$ cat src/rtl/req_arb_n_1_credit.sv
`default_nettype none
// ============================================================================
//  Module      : req_arb_n_1_credit
//  Description : N:1 round-robin request arbiter with per-source credit
//                limiting of outstanding requests. A single registered output
//                stage carries the winning descriptor and its source tag.
//                Completions return one credit to the source named by cpl_id.
//  Ports       : aclk, aresetn        clock, asynchronous active-low reset
//                s_req_valid/ready    per-source request handshake
//                s_req_data           per-source descriptor, source i at
//                                     [i*DATA_BITS +: DATA_BITS]
//                m_req_valid/ready    arbitrated request handshake
//                m_req_data, m_req_id arbitrated descriptor and source index
//                cpl_valid, cpl_id    completion pulse returning one credit
//                err_cpl              sticky completion error flag
//                stat_grant, stat_stall  (REQ_ARB_STATS_EN only) saturating
//                                     per-source grant and stall counters
//  Config      : define REQ_ARB_STATS_EN to add the statistics counters/ports.
//  Revision    : 1.0  initial release
// ============================================================================
module req_arb_n_1_credit #(
    parameter int N_SRC     = 4,
    parameter int DATA_BITS = 96,
    parameter int MAX_OUT   = 8
) (
    input  logic                       aclk,
    input  logic                       aresetn,
    input  logic [N_SRC-1:0]           s_req_valid,
    output logic [N_SRC-1:0]           s_req_ready,
    input  logic [N_SRC*DATA_BITS-1:0] s_req_data,
    output logic                       m_req_valid,
    input  logic                       m_req_ready,
    output logic [DATA_BITS-1:0]       m_req_data,
    output logic [$clog2(N_SRC)-1:0]   m_req_id,
    input  logic                       cpl_valid,
    input  logic [$clog2(N_SRC)-1:0]   cpl_id,
    output logic                       err_cpl
`ifdef REQ_ARB_STATS_EN
    ,
    output logic [N_SRC*32-1:0]        stat_grant,
    output logic [31:0]                stat_stall
`endif
);

    localparam int ID_W  = $clog2(N_SRC);
    localparam int CNT_W = $clog2(MAX_OUT + 1);
    localparam logic [CNT_W-1:0] C_MAX_OUT = CNT_W'(MAX_OUT);
    localparam logic [ID_W-1:0]  C_LAST_RST = ID_W'(N_SRC - 1);

    // ------------------------------------------------------------------
    // State
    // ------------------------------------------------------------------
    logic                 m_valid_q, m_valid_d;
    logic [DATA_BITS-1:0] m_data_q,  m_data_d;
    logic [ID_W-1:0]      m_id_q,    m_id_d;
    logic [ID_W-1:0]      last_q,    last_d;
    logic [CNT_W-1:0]     cnt_q [N_SRC];
    logic [CNT_W-1:0]     cnt_d [N_SRC];
    logic                 err_q,     err_d;

    // ------------------------------------------------------------------
    // Arbitration
    // ------------------------------------------------------------------
    logic [N_SRC-1:0]     w_elig;
    logic                 w_any;
    logic                 w_found;
    int                   w_idx;
    logic [ID_W-1:0]      w_gnt_id;
    logic [DATA_BITS-1:0] w_gnt_data;
    logic                 w_load;

    always_comb begin
        for (int i = 0; i < N_SRC; i++) begin
            w_elig[i] = s_req_valid[i] && (cnt_q[i] < C_MAX_OUT);
        end
        w_any = |w_elig;

        // Scan last+1, last+2, ... with wrap; the first eligible index wins,
        // so the source granted last has the lowest priority next time.
        w_found  = 1'b0;
        w_idx    = 0;
        w_gnt_id = '0;
        for (int k = 1; k <= N_SRC; k++) begin
            w_idx = int'(last_q) + k;
            if (w_idx >= N_SRC) begin
                w_idx = w_idx - N_SRC;
            end
            if (!w_found && w_elig[ID_W'(w_idx)]) begin
                w_found  = 1'b1;
                w_gnt_id = ID_W'(w_idx);
            end
        end

        w_gnt_data = s_req_data[int'(w_gnt_id)*DATA_BITS +: DATA_BITS];

        // Accept only when the output register is empty or draining this cycle.
        w_load = w_any && (!m_valid_q || m_req_ready);

        for (int i = 0; i < N_SRC; i++) begin
            s_req_ready[i] = w_load && (w_gnt_id == ID_W'(i));
        end
    end

    // ------------------------------------------------------------------
    // Output stage, rotation pointer, credits, error flag
    // ------------------------------------------------------------------
    logic w_cpl_in_range;
    logic w_cpl_zero;
    logic w_inc;
    logic w_dec;

    always_comb begin
        m_valid_d = w_load || (m_valid_q && !m_req_ready);
        m_data_d  = w_load ? w_gnt_data : m_data_q;
        m_id_d    = w_load ? w_gnt_id   : m_id_q;
        last_d    = w_load ? w_gnt_id   : last_q;

        w_cpl_in_range = (int'(cpl_id) < N_SRC);
        w_cpl_zero     = 1'b0;
        w_inc          = 1'b0;
        w_dec          = 1'b0;
        for (int i = 0; i < N_SRC; i++) begin
            w_inc = w_load && (w_gnt_id == ID_W'(i));
            w_dec = cpl_valid && w_cpl_in_range && (cpl_id == ID_W'(i))
                    && (cnt_q[i] != '0);
            if (cpl_valid && w_cpl_in_range && (cpl_id == ID_W'(i))
                && (cnt_q[i] == '0)) begin
                w_cpl_zero = 1'b1;
            end
            cnt_d[i] = cnt_q[i];
            if (w_inc && !w_dec) begin
                cnt_d[i] = cnt_q[i] + CNT_W'(1);
            end else if (w_dec && !w_inc) begin
                cnt_d[i] = cnt_q[i] - CNT_W'(1);
            end
        end

        err_d = err_q || (cpl_valid && !w_cpl_in_range) || w_cpl_zero;
    end

    always_ff @(posedge aclk or negedge aresetn) begin
        if (!aresetn) begin
            m_valid_q <= 1'b0;
            m_data_q  <= '0;
            m_id_q    <= '0;
            last_q    <= C_LAST_RST;
            err_q     <= 1'b0;
            for (int i = 0; i < N_SRC; i++) begin
                cnt_q[i] <= '0;
            end
        end else begin
            m_valid_q <= m_valid_d;
            m_data_q  <= m_data_d;
            m_id_q    <= m_id_d;
            last_q    <= last_d;
            err_q     <= err_d;
            for (int i = 0; i < N_SRC; i++) begin
                cnt_q[i] <= cnt_d[i];
            end
        end
    end

    assign m_req_valid = m_valid_q;
    assign m_req_data  = m_data_q;
    assign m_req_id    = m_id_q;
    assign err_cpl     = err_q;

`ifdef REQ_ARB_STATS_EN
    // ------------------------------------------------------------------
    // Saturating statistics
    // ------------------------------------------------------------------
    logic [31:0] stat_grant_q [N_SRC];
    logic [31:0] stat_grant_d [N_SRC];
    logic [31:0] stat_stall_q, stat_stall_d;

    always_comb begin
        for (int i = 0; i < N_SRC; i++) begin
            stat_grant_d[i] = stat_grant_q[i];
            if (w_load && (w_gnt_id == ID_W'(i)) && (stat_grant_q[i] != 32'hFFFF_FFFF)) begin
                stat_grant_d[i] = stat_grant_q[i] + 32'd1;
            end
            stat_grant[i*32 +: 32] = stat_grant_q[i];
        end
        stat_stall_d = stat_stall_q;
        if (m_valid_q && !m_req_ready && (stat_stall_q != 32'hFFFF_FFFF)) begin
            stat_stall_d = stat_stall_q + 32'd1;
        end
    end

    always_ff @(posedge aclk or negedge aresetn) begin
        if (!aresetn) begin
            stat_stall_q <= '0;
            for (int i = 0; i < N_SRC; i++) begin
                stat_grant_q[i] <= '0;
            end
        end else begin
            stat_stall_q <= stat_stall_d;
            for (int i = 0; i < N_SRC; i++) begin
                stat_grant_q[i] <= stat_grant_d[i];
            end
        end
    end

    assign stat_stall = stat_stall_q;
`endif

endmodule
`default_nettype wire

$ cat config.mk
export PLATFORM = sky130hd
export DESIGN_NAME = req_arb_n_1_credit
export DESIGN_NICKNAME = d
export VERILOG_FILES = /design/src/rtl/req_arb_n_1_credit.sv
export SDC_FILE = /design/constraint.sdc
export NUM_CORES = 1
export LEC_CHECK = 0
export CORE_AREA = 4 4 193 195
export DETAILED_ROUTE_END_ITERATION = 10
export DIE_AREA = 0 0 197 199
export PLACE_DENSITY_LB_ADDON = 0.2
export SYNTH_ARGS = -nofsm -noshare
export SYNTH_HDL_FRONTEND = slang
export SYNTH_SLANG_ARGS = --single-unit
$ cat constraint.sdc
create_clock -name aclk -period 3.75 [get_ports aclk]
set_input_delay 0.75 -clock aclk [delete_from_list [all_inputs] [get_ports aclk]]
set_output_delay 0.75 -clock aclk [all_outputs]
set_load 0.02 [all_outputs]
# After elaboration in Yosys (flattened, before gate mapping)
# Index checks and enable logic that the tools add are counted.
# totals
output_inout_bits	104
ff_bits	118
in_bits	394
# op_classes
reduce_logical	64
add_sub_neg	16
n_mul	1
eq_ne	6
order_cmp	12
n_shift	1
mux	35
# ops
operator	n
$shiftx 384x10->96	1
$logic_and 1x1->1	33
$mux 4	8
$add 4x1->4 const B	4
$logic_not 4->1	4
$lt 2x4->1 const B	4
$lt 4x4->1 const B	4
$mux 2	8
$reduce_bool 4->1	4
$sub 4x1->4 const B	4
$mux 1	15
$logic_not 1->1	13
$ge 3x3->1 const B	3
$bmux 1 s2	4
$eq 2x2->1 const B	4
$reduce_bool 2->1	4
$sub 2x1->2 const B	4
$add 2x2->3 const B	2
$add 2x3->4 const B	1
$eq 2x1->1 const B	2
$ge 4x3->1 const B	1
$logic_not 2->1	2
$mul 2x2->4 const B	1
$reduce_or 4->1	1
other kinds (2)	4

# Logic depth before layout (Yosys ltp)
# Gate-level depths: netlist of the first run.
# logic_depth
ltp_word	22
ltp_mapped	15
ltp_nobuf	13

# Worst setup path after synthesis of the first run
# Ideal clock, no wire load.
# synth_path
kind	input to register
start	input s_req_valid[1]
end	register cnt_q[11] (netlist bit)
t_required_ns	3.625
path_slack_ns	0.158
stages	14
setup_time_ns	0.125
t_arrival_ns	3.467
n_path_buf	2
path_cell_list	or2b_4 -> o2111a_1 -> nand2b_1 -> buf_2 -> clkbuf_1 -> nor3_1 -> ha_1 -> inv_1 -> ha_1 -> a21o_1 -> a21oi_1 -> xnor2_1 -> nor2_1 -> xor2_1
# synth_via
elab_chain_len	19
word_cells_on_any_way	35
cone_classes	eq/ne: 1; mux: 20; reduce/logical: 14
# synth_rtl
item	line	rtl
start, declared	28	input logic [N_SRC-1:0] s_req_valid,
$logic_and 1x1->1 *	74	w_elig[i] = s_req_valid[i] && (cnt_q[i] < C_MAX_OUT);
$bmux 1 s2	88	if (!w_found && w_elig[ID_W'(w_idx)]) begin
$mux 1 (not written as such) (2 in a row)	88	
$mux 1	88	
$logic_not 1->1	88	
$logic_and 1x1->1	88	
$mux 1	88	
$logic_not 1->1	88	
(+3 left out)	--	
$logic_and 1x1->1	88	
$mux 2	88	
$eq 2x1->1	--	
$logic_and 1x1->1 *	--	
net s_req_ready[1]	29	output logic [N_SRC-1:0] s_req_ready,
$logic_not 1->1	133	end else if (w_dec && !w_inc) begin
$logic_and 1x1->1	133	
$reduce_bool 2->1 (no source line)	--	
end signal, assigned by index	158	cnt_q[i] <= cnt_d[i];
end, declared	57	logic [CNT_W-1:0] cnt_q [N_SRC];
# Mark *: on every way through the listed nets, which the timed path passes. The rest lies on a longest branch. The select of a mux whose other input is x is not followed.
# A chain may end at the register's enable or synchronous reset.

# Worst setup path after layout of the first run
# layout_path
start	input s_req_valid[1]
end	output s_req_ready[1]
# layout_via
elab_chain_len	16
word_cells_on_any_way	30
cone_classes	eq/ne: 1; mux: 19; reduce/logical: 10
# layout_rtl
item	line	rtl
$logic_and 1x1->1 *	74	
$bmux 1 s2	88	
$mux 1 (not written as such) (2 in a row)	88	
$mux 1	88	
$logic_not 1->1	88	
$logic_and 1x1->1	88	
$mux 1	88	
$logic_not 1->1	88	
$logic_and 1x1->1	88	
$mux 1	88	
$logic_not 1->1	88	
$logic_and 1x1->1	88	
$mux 2	88	
$eq 2x1->1	100	s_req_ready[i] = w_load && (w_gnt_id == ID_W'(i));
$logic_and 1x1->1 *	100	
end, declared	29	
# Mark *: on every way between the ends. The rest lies on a longest branch, timed or not. The select of a mux whose other input is x is not followed.

==> results of run 1 <==
[placed cells by master, fill, tap and decap left out, types with 3 or more instances in the layout]
cell,synthesis,routed
mux2_2,4,4
clkdlybuf4s50_1,0,494
fa_1,4,4
dfrtp_1,116,116
clkinvlp_4,0,3
xnor2_1,12,12
nor4_1,4,4
mux2i_1,192,192
bufinv_16,0,6
o221ai_1,69,69
xor2_1,4,4
a21oi_1,6,6
buf_4,5,7
inv_1,6,6
ha_1,12,12
o221ai_2,27,27
o21ai_0,4,4
a21o_1,5,5
nor3_1,3,3
buf_12,12,7
nor2_1,6,6
clkbuf_16,0,17
nand2_1,108,108
[area by class of cell]
type	count	area, um^2	share of cell area [%]
antenna	1	2.50	0.0184
clock buffer	20	447	3.29
clock inverter	12	225	1.66
inverter	6	22.5	0.166
multi-input combinational	486	4160	30.7
sequential	118	2960	21.8
tap	461	577	4.25
timing repair buffer	511	5170	38.1
[per-layer routing]
metal  up-vias  track usage (%)  wire length [um]
li1       3475                -                 -
met1      3473             18.8             13300
met2       278             27.2             16600
met3        33             5.69              2750
met4         2             3.90               432
met5         -                0                12
[what timing repair did]
action                     4_1_cts  5_1_grt
hold endpoints to repair         0        0
resized for setup                0        2
setup endpoints to repair        0        2
[state kept, by name, summed over array words and instances, names as in the netlist]
signal and count:
cnt_q 16, err_cpl 1, last_q 2, m_req_data 96
m_req_id 2, m_req_valid 1
[cell families after synthesis]
group	synth area share, %
buffers and inverters	7.18
multiplexers	26.0
AND/OR/NAND/NOR	7.95
flip-flops	38.7
XOR/XNOR	1.83
AO/OA/AOI/OAI	15.3
adder cells (fa/ha/maj)	3.01
[power by group through the flow]
stage	Sequential [mW]	Clock [mW]	Combinational (mW)
floorplan	2.96	0	3.67
global placement	2.36	0	6.44
finish	2.35	1.93	6.34
detailed placement	2.37	0	6.46
CTS	2.36	1.99	6.48
global route	2.45	2.05	6.83
[metrics by stage]
step	cells	setup slack [ns]
3_5_place_dp	1582	0.0537
3_3_place_gp	1582	0.0705
5_1_grt	1615	0.0185
2_1_floorplan	664	0.158
6_report	1615	0.106
4_1_cts	1614	0.0394
[critical path: cells and delay by family]
kind                   cells  cell delay (ns)
and+or+nand+nor            2             0.58
buffers and inverters      3             1.21
AOI/OAI and AO/OA          2             0.36
[how the worst max path moves through the flow]
stage                   startpoint        endpoint  slack [ns]  cells past startpoint
floorplan           s_req_valid[1]       cnt_q[11]        0.16                     14
global placement    s_req_valid[1]  s_req_ready[1]        0.07                      7
detailed placement  s_req_valid[1]  s_req_ready[0]        0.05                      7
CTS                 s_req_valid[1]  s_req_ready[0]        0.04                      7
global route        s_req_valid[1]  s_req_ready[1]        0.02                      7
finish              s_req_valid[1]  s_req_ready[1]        0.11                      7
==> out/results.ini, run 1 <==
[run_status]
status = complete, no violations

[clock_tree]
cts_root_buf = clkbuf_16
htreeDepth = 4
clock_path_buffers = 2
clkLatencyLatePin_ns = 0.43
numCtsBuffers = 17
path_clk_slew_ns = 0.06
cts_setup_buffers = 0
clock-sinks = 118
hold_buffers = 0
cts_tree = built

[global_routing]
grt_first_pass_wirelength_um = 47200
gr-total-overflow = 0
grt_use_total_pct = 15.8
grt_max_degree = 120
antenna_found_initial = 2
grt_pass1_vias = 7486

[routing]
drt_iter0_markers = 239
drc = 0
drt-vias-per-instance = 4.50
ant_nets = 0
detail_route.wl_per_cell_um = 20.5
num_vias = 7261
drt-pass1-iter-count = 4
wl_um = 33100

[setup_path]
cp-start-kind = input pin
crit_required_ns = 3.00
critPathMaxStageDelay_ns = 0.60
worst_path_max_delay_cell = clkdlybuf4s50_1
crit_type = in2out
critPathMaxFanout = 3
cp_common_cell = clkdlybuf4s50_1
regToRegSetupSlack_ns = 0.81
worstReg2RegEnd = cnt_q[15]
reg2reg_from = cnt_q[3]
cp.arrival_ns = 2.89
crit_chain = clkdlybuf4s50_1 -> or3b_1 -> a21oi_1 -> a211oi_2 -> nor3_1 -> buf_4 -> clkdlybuf4s50_1
reg2regPathDepth = 12
end_kind = output port

[place]
gp_congestion = 0.780
place_area_um2 = 12900
portBuffers = 497
hpwlAfterDp_um = 25100

[timing]
min_period_ns = 3.64
hold_violations = 0
min_period_over_period_pct = 97.2
rsz0062_at_grt = no
worst_pin_slew_ns = 1.03
hold_ws_ns = 0.285
maxSlewHeadroom_pct = 31.7
fin_tns_setup_ns = 0
slew_violations = 0
fmax_ghz = 0.274
finalClockSkew_ns = 0.00787
setup_viol = 0

[synthesis]
ys_seq_area_share_pct = 38.7
syn_avg_cell_area_um2 = 11.5
ys_ff_latch = 118
netlist.top_cell.by_area = dfrtp_1
yosysMostFrequentCell = mux2i_1
synth_area_leaders = dfrtp_1 38%, mux2i_1 25%, o221ai_1 7.9%
yosys_warnings = 0
synth_common_cells = 192 x mux2i_1, 116 x dfrtp_1, 108 x nand2_1, 69 x o221ai_1, 27 x o221ai_2
synthArstFlopShare_pct = 100
synthDistinctLibCells = 47
synthCells = 664
ys.flop_type = dfrtp_1
syn-num-nets = 1074
synth_top_area_share_pct = 38.0
syn_area_um2 = 7640
synth_edf_count = 0

[power]
swShare_pct = 41.0
pwr-share-seq_pct = 22.1
power_frac_clock_pct = 18.2
p_total_mw = 10.6
power.density_nw_per_um2 = 783
p_comb_share_pct = 59.7
p_int_mw = 6.27
power_switching_mw = 4.35
ir_worst_vdd_uv = 733
p_leak_nw = 5.54

[die]
die_y_um = 199
core_region_area_um2 = 35400
die_area_um2 = 39200
pin_count = 498
row_count = 69
die_w_um = 197
floorplan.initialDensity_pct = 21.6

[hold_path]
hp-class = in2async

[layout]
final_nets = 1550
drive_gt1_share_pct = 7.98
nFillCells = 3567
fin_util_pct = 38.3
area_growth_pct = 77.5
fin_area_um2 = 13600

[flow_run]
maxCapViolations = 0

Power figures use the tool's default switching activity.
==> inputs of run 2 (changes only) <==
--- a/config.mk
+++ b/config.mk
@@ -5,9 +5,12 @@
 export SDC_FILE = /design/constraint.sdc
 export NUM_CORES = 1
 export LEC_CHECK = 0
-export CORE_AREA = 4 4 193 195
+export CELL_PAD_IN_SITES_DETAIL_PLACEMENT = 1
+export CELL_PAD_IN_SITES_GLOBAL_PLACEMENT = 1
+export CORE_AREA = 4 4 189 191
 export DETAILED_ROUTE_END_ITERATION = 10
-export DIE_AREA = 0 0 197 199
+export DIE_AREA = 0 0 193 195
+export HOLD_SLACK_MARGIN = 0.03
 export PLACE_DENSITY_LB_ADDON = 0.2
 export SYNTH_ARGS = -nofsm -noshare
 export SYNTH_HDL_FRONTEND = slang
==> run 2 against run 1 <==
  * Via count is 1.1% higher
  * Sequential power is 2% higher
  * Setup slack better by 0.030 ns
  * Flip-flop and latch count stayed put
  * Die area is 4.0% lower
  * Clock power is 12% lower
  * Critical path type unchanged
==> out/results.ini, run 2 (synthesis gave the netlist of run 1 again) <==
[layout]
layout_common_cells = 493 x clkdlybuf4s50_1, 192 x mux2i_1, 116 x dfrtp_1, 108 x nand2_1, 69 x o221ai_1
final_nets = 1555  ; +0.32%
diodes = 0  ; -1
area_growth_pct = 76.7
drive_gt1_share_pct = 8.46  ; +0.48 points
largest_reg_flops = 96  ; unchanged
layout_commonest_cell = clkdlybuf4s50_1

[global_routing]
grt_max_degree = 84  ; -30%
grt_pass1_vias = 7897  ; +5.5%
antenna_found_initial = 2  ; unchanged
grt_use_total_pct = 18.0  ; +2.2 points
grt_first_pass_wirelength_um = 51500  ; +9.0%
gr-total-overflow = 0  ; unchanged

[routing]
drt-pass1-iter-count = 4  ; unchanged
drt-vias-per-instance = 4.55  ; +1.2%
num_vias = 7340  ; +1.1%
detail_route.wl_per_cell_um = 21.7  ; +5.7%
drt_iter0_markers = 286  ; +20%
wl_um = 35000  ; +5.6%
drc = 0  ; unchanged
ant_nets = 0  ; unchanged

[timing]
fin_tns_setup_ns = 0  ; unchanged
fmax_ghz = 0.277  ; +0.82%
min_period_over_period_pct = 96.4  ; -0.79 points
slew_violations = 0  ; unchanged
min_period_ns = 3.61  ; -0.0295 ns
worst_pin_slew_ns = 1.08  ; +0.0563 ns
rsz0062_at_grt = no
maxSlewHeadroom_pct = 27.9  ; -3.8 points
finalClockSkew_ns = 0.00490  ; -0.00298 ns
setup_viol = 0  ; unchanged
fin_ws_ns = 0.136  ; +0.0295 ns
hold_violations = 0  ; unchanged

[place]
pre_cts_slack_ns = 0.00834  ; -0.0453 ns
portBuffers = 497  ; unchanged
gp_congestion = 0.766  ; -1.8%
hpwlAfterDp_um = 26800  ; +7.1%

[clock_tree]
clock-sinks = 118  ; unchanged
hold_buffers = 0  ; unchanged
cts_setup_buffers = 0  ; unchanged
clock_path_buffers = 2  ; unchanged
cts_tree = built
cts_root_buf = clkbuf_16
htreeDepth = 4  ; unchanged
path_clk_slew_ns = 0.06  ; about the same
cts-resized-gates = 0  ; unchanged
clkLatencyLatePin_ns = 0.43  ; about the same
numCtsBuffers = 17  ; unchanged

[hold_path]
hp-class = in2async

[power]
swShare_pct = 42.1  ; +1.1 points
p_int_mw = 6.07  ; -3.2%
power_switching_mw = 4.41  ; +1.3%
p_leak_nw = 5.55  ; +0.20%
power.density_nw_per_um2 = 776  ; -0.94%
ir_worst_vdd_uv = 497  ; -32%
power_frac_clock_pct = 16.1  ; -2.1 points
p_comb_share_pct = 61.2  ; +1.5 points
pwr-share-seq_pct = 22.8  ; +0.7 points

[die]
die_area_um2 = 37600  ; -4.0%
core_region_area_um2 = 34100  ; -3.6%
floorplan.initialDensity_pct = 22.4  ; +0.81 points
row_count = 68  ; -1.4%
pin_count = 498  ; unchanged
die_w_um = 193  ; -2.0%
die_y_um = 195  ; -2.0%

[setup_path]
worst_path_max_delay_cell = clkdlybuf4s50_1
end_kind = output port
crit_chain = clkdlybuf4s50_1 -> or3b_1 -> a21oi_1 -> a211oi_2 -> nor3_1 -> buf_4 -> clkdlybuf4s50_1
cp.arrival_ns = 2.86  ; -0.03 ns
cp_common_cell = clkdlybuf4s50_1
cp-start-kind = input pin
crit_required_ns = 3.00  ; about the same
crit_type = in2out
critPathMaxStageDelay_ns = 0.60  ; about the same
critPathMaxFanout = 3  ; unchanged

[run_status]
status = complete, no violations

[flow_run]
maxCapViolations = 0  ; unchanged

[run 2: worst max-delay path, delay by kind of cell]
| family | cells | cell delay, ns |
|---|---|---|
| buf+inv | 3 | 1.22 |
| simple gates | 2 | 0.54 |
| compound gates | 2 | 0.36 |
[run 2: path summary, 6_finish.rpt]
check / from / cells after the start / to / slack [ns]
max: s_req_valid[1] / 7 / s_req_ready[1] / 0.14
min: aresetn / 1 / m_req_valid / 0.32
max reg2reg: last_q[1] / 12 / cnt_q[3] / 0.79
min reg2reg: err_cpl / 1 / err_cpl / 0.48
max in group asynchronous: aresetn / 2 / m_req_data[8] / 2.62
min in group aclk: err_cpl / 1 / err_cpl / 0.48
[run 2: cell type report]
type | count | area, um^2
Fill cell | 3729 | 20600
Timing Repair Buffer | 516 | 5200
Multi-Input combinational cell | 486 | 4170
Sequential cell | 118 | 2960
Tap cell | 455 | 569
Clock buffer | 24 | 502
Clock inverter | 8 | 95.1
Inverter | 6 | 22.5
[run 2: power by group through the flow]
stage	combinational, mW	clock (mW)	sequential [mW]
6_report	6.41	1.69	2.39
3_5_place_dp	6.52	0	2.40
3_3_place_gp	6.46	0	2.38
2_1_floorplan	3.67	0	2.96
5_1_grt	6.93	1.81	2.48
4_1_cts	6.53	1.75	2.40
[run 2: metrics by stage]
stage / utilization (%) / hold WS [ns] / instances / area, um^2 / total power [mW]
after floorplan: - / 0.454 / 664 / 7640 / 6.63
after global placement: 37.8 / 0.469 / 1581 / 12900 / 8.84
after detailed placement: 37.8 / 0.468 / 1581 / 12900 / 8.92
after CTS: 39.6 / 0.341 / 1613 / 13500 / 10.7
after global routing: 39.6 / 0.348 / 1613 / 13500 / 11.2
final: 39.6 / 0.322 / 1613 / 13500 / 10.5
[run 2: routing by layer]
metal  up-vias  GRT usage, %  wire, um
met5         -             0        20
met4         4          3.86       518
met3        32          6.13      2920
met2       259          31.6     17900
met1      3560          21.2     13600
li1       3485             -         -
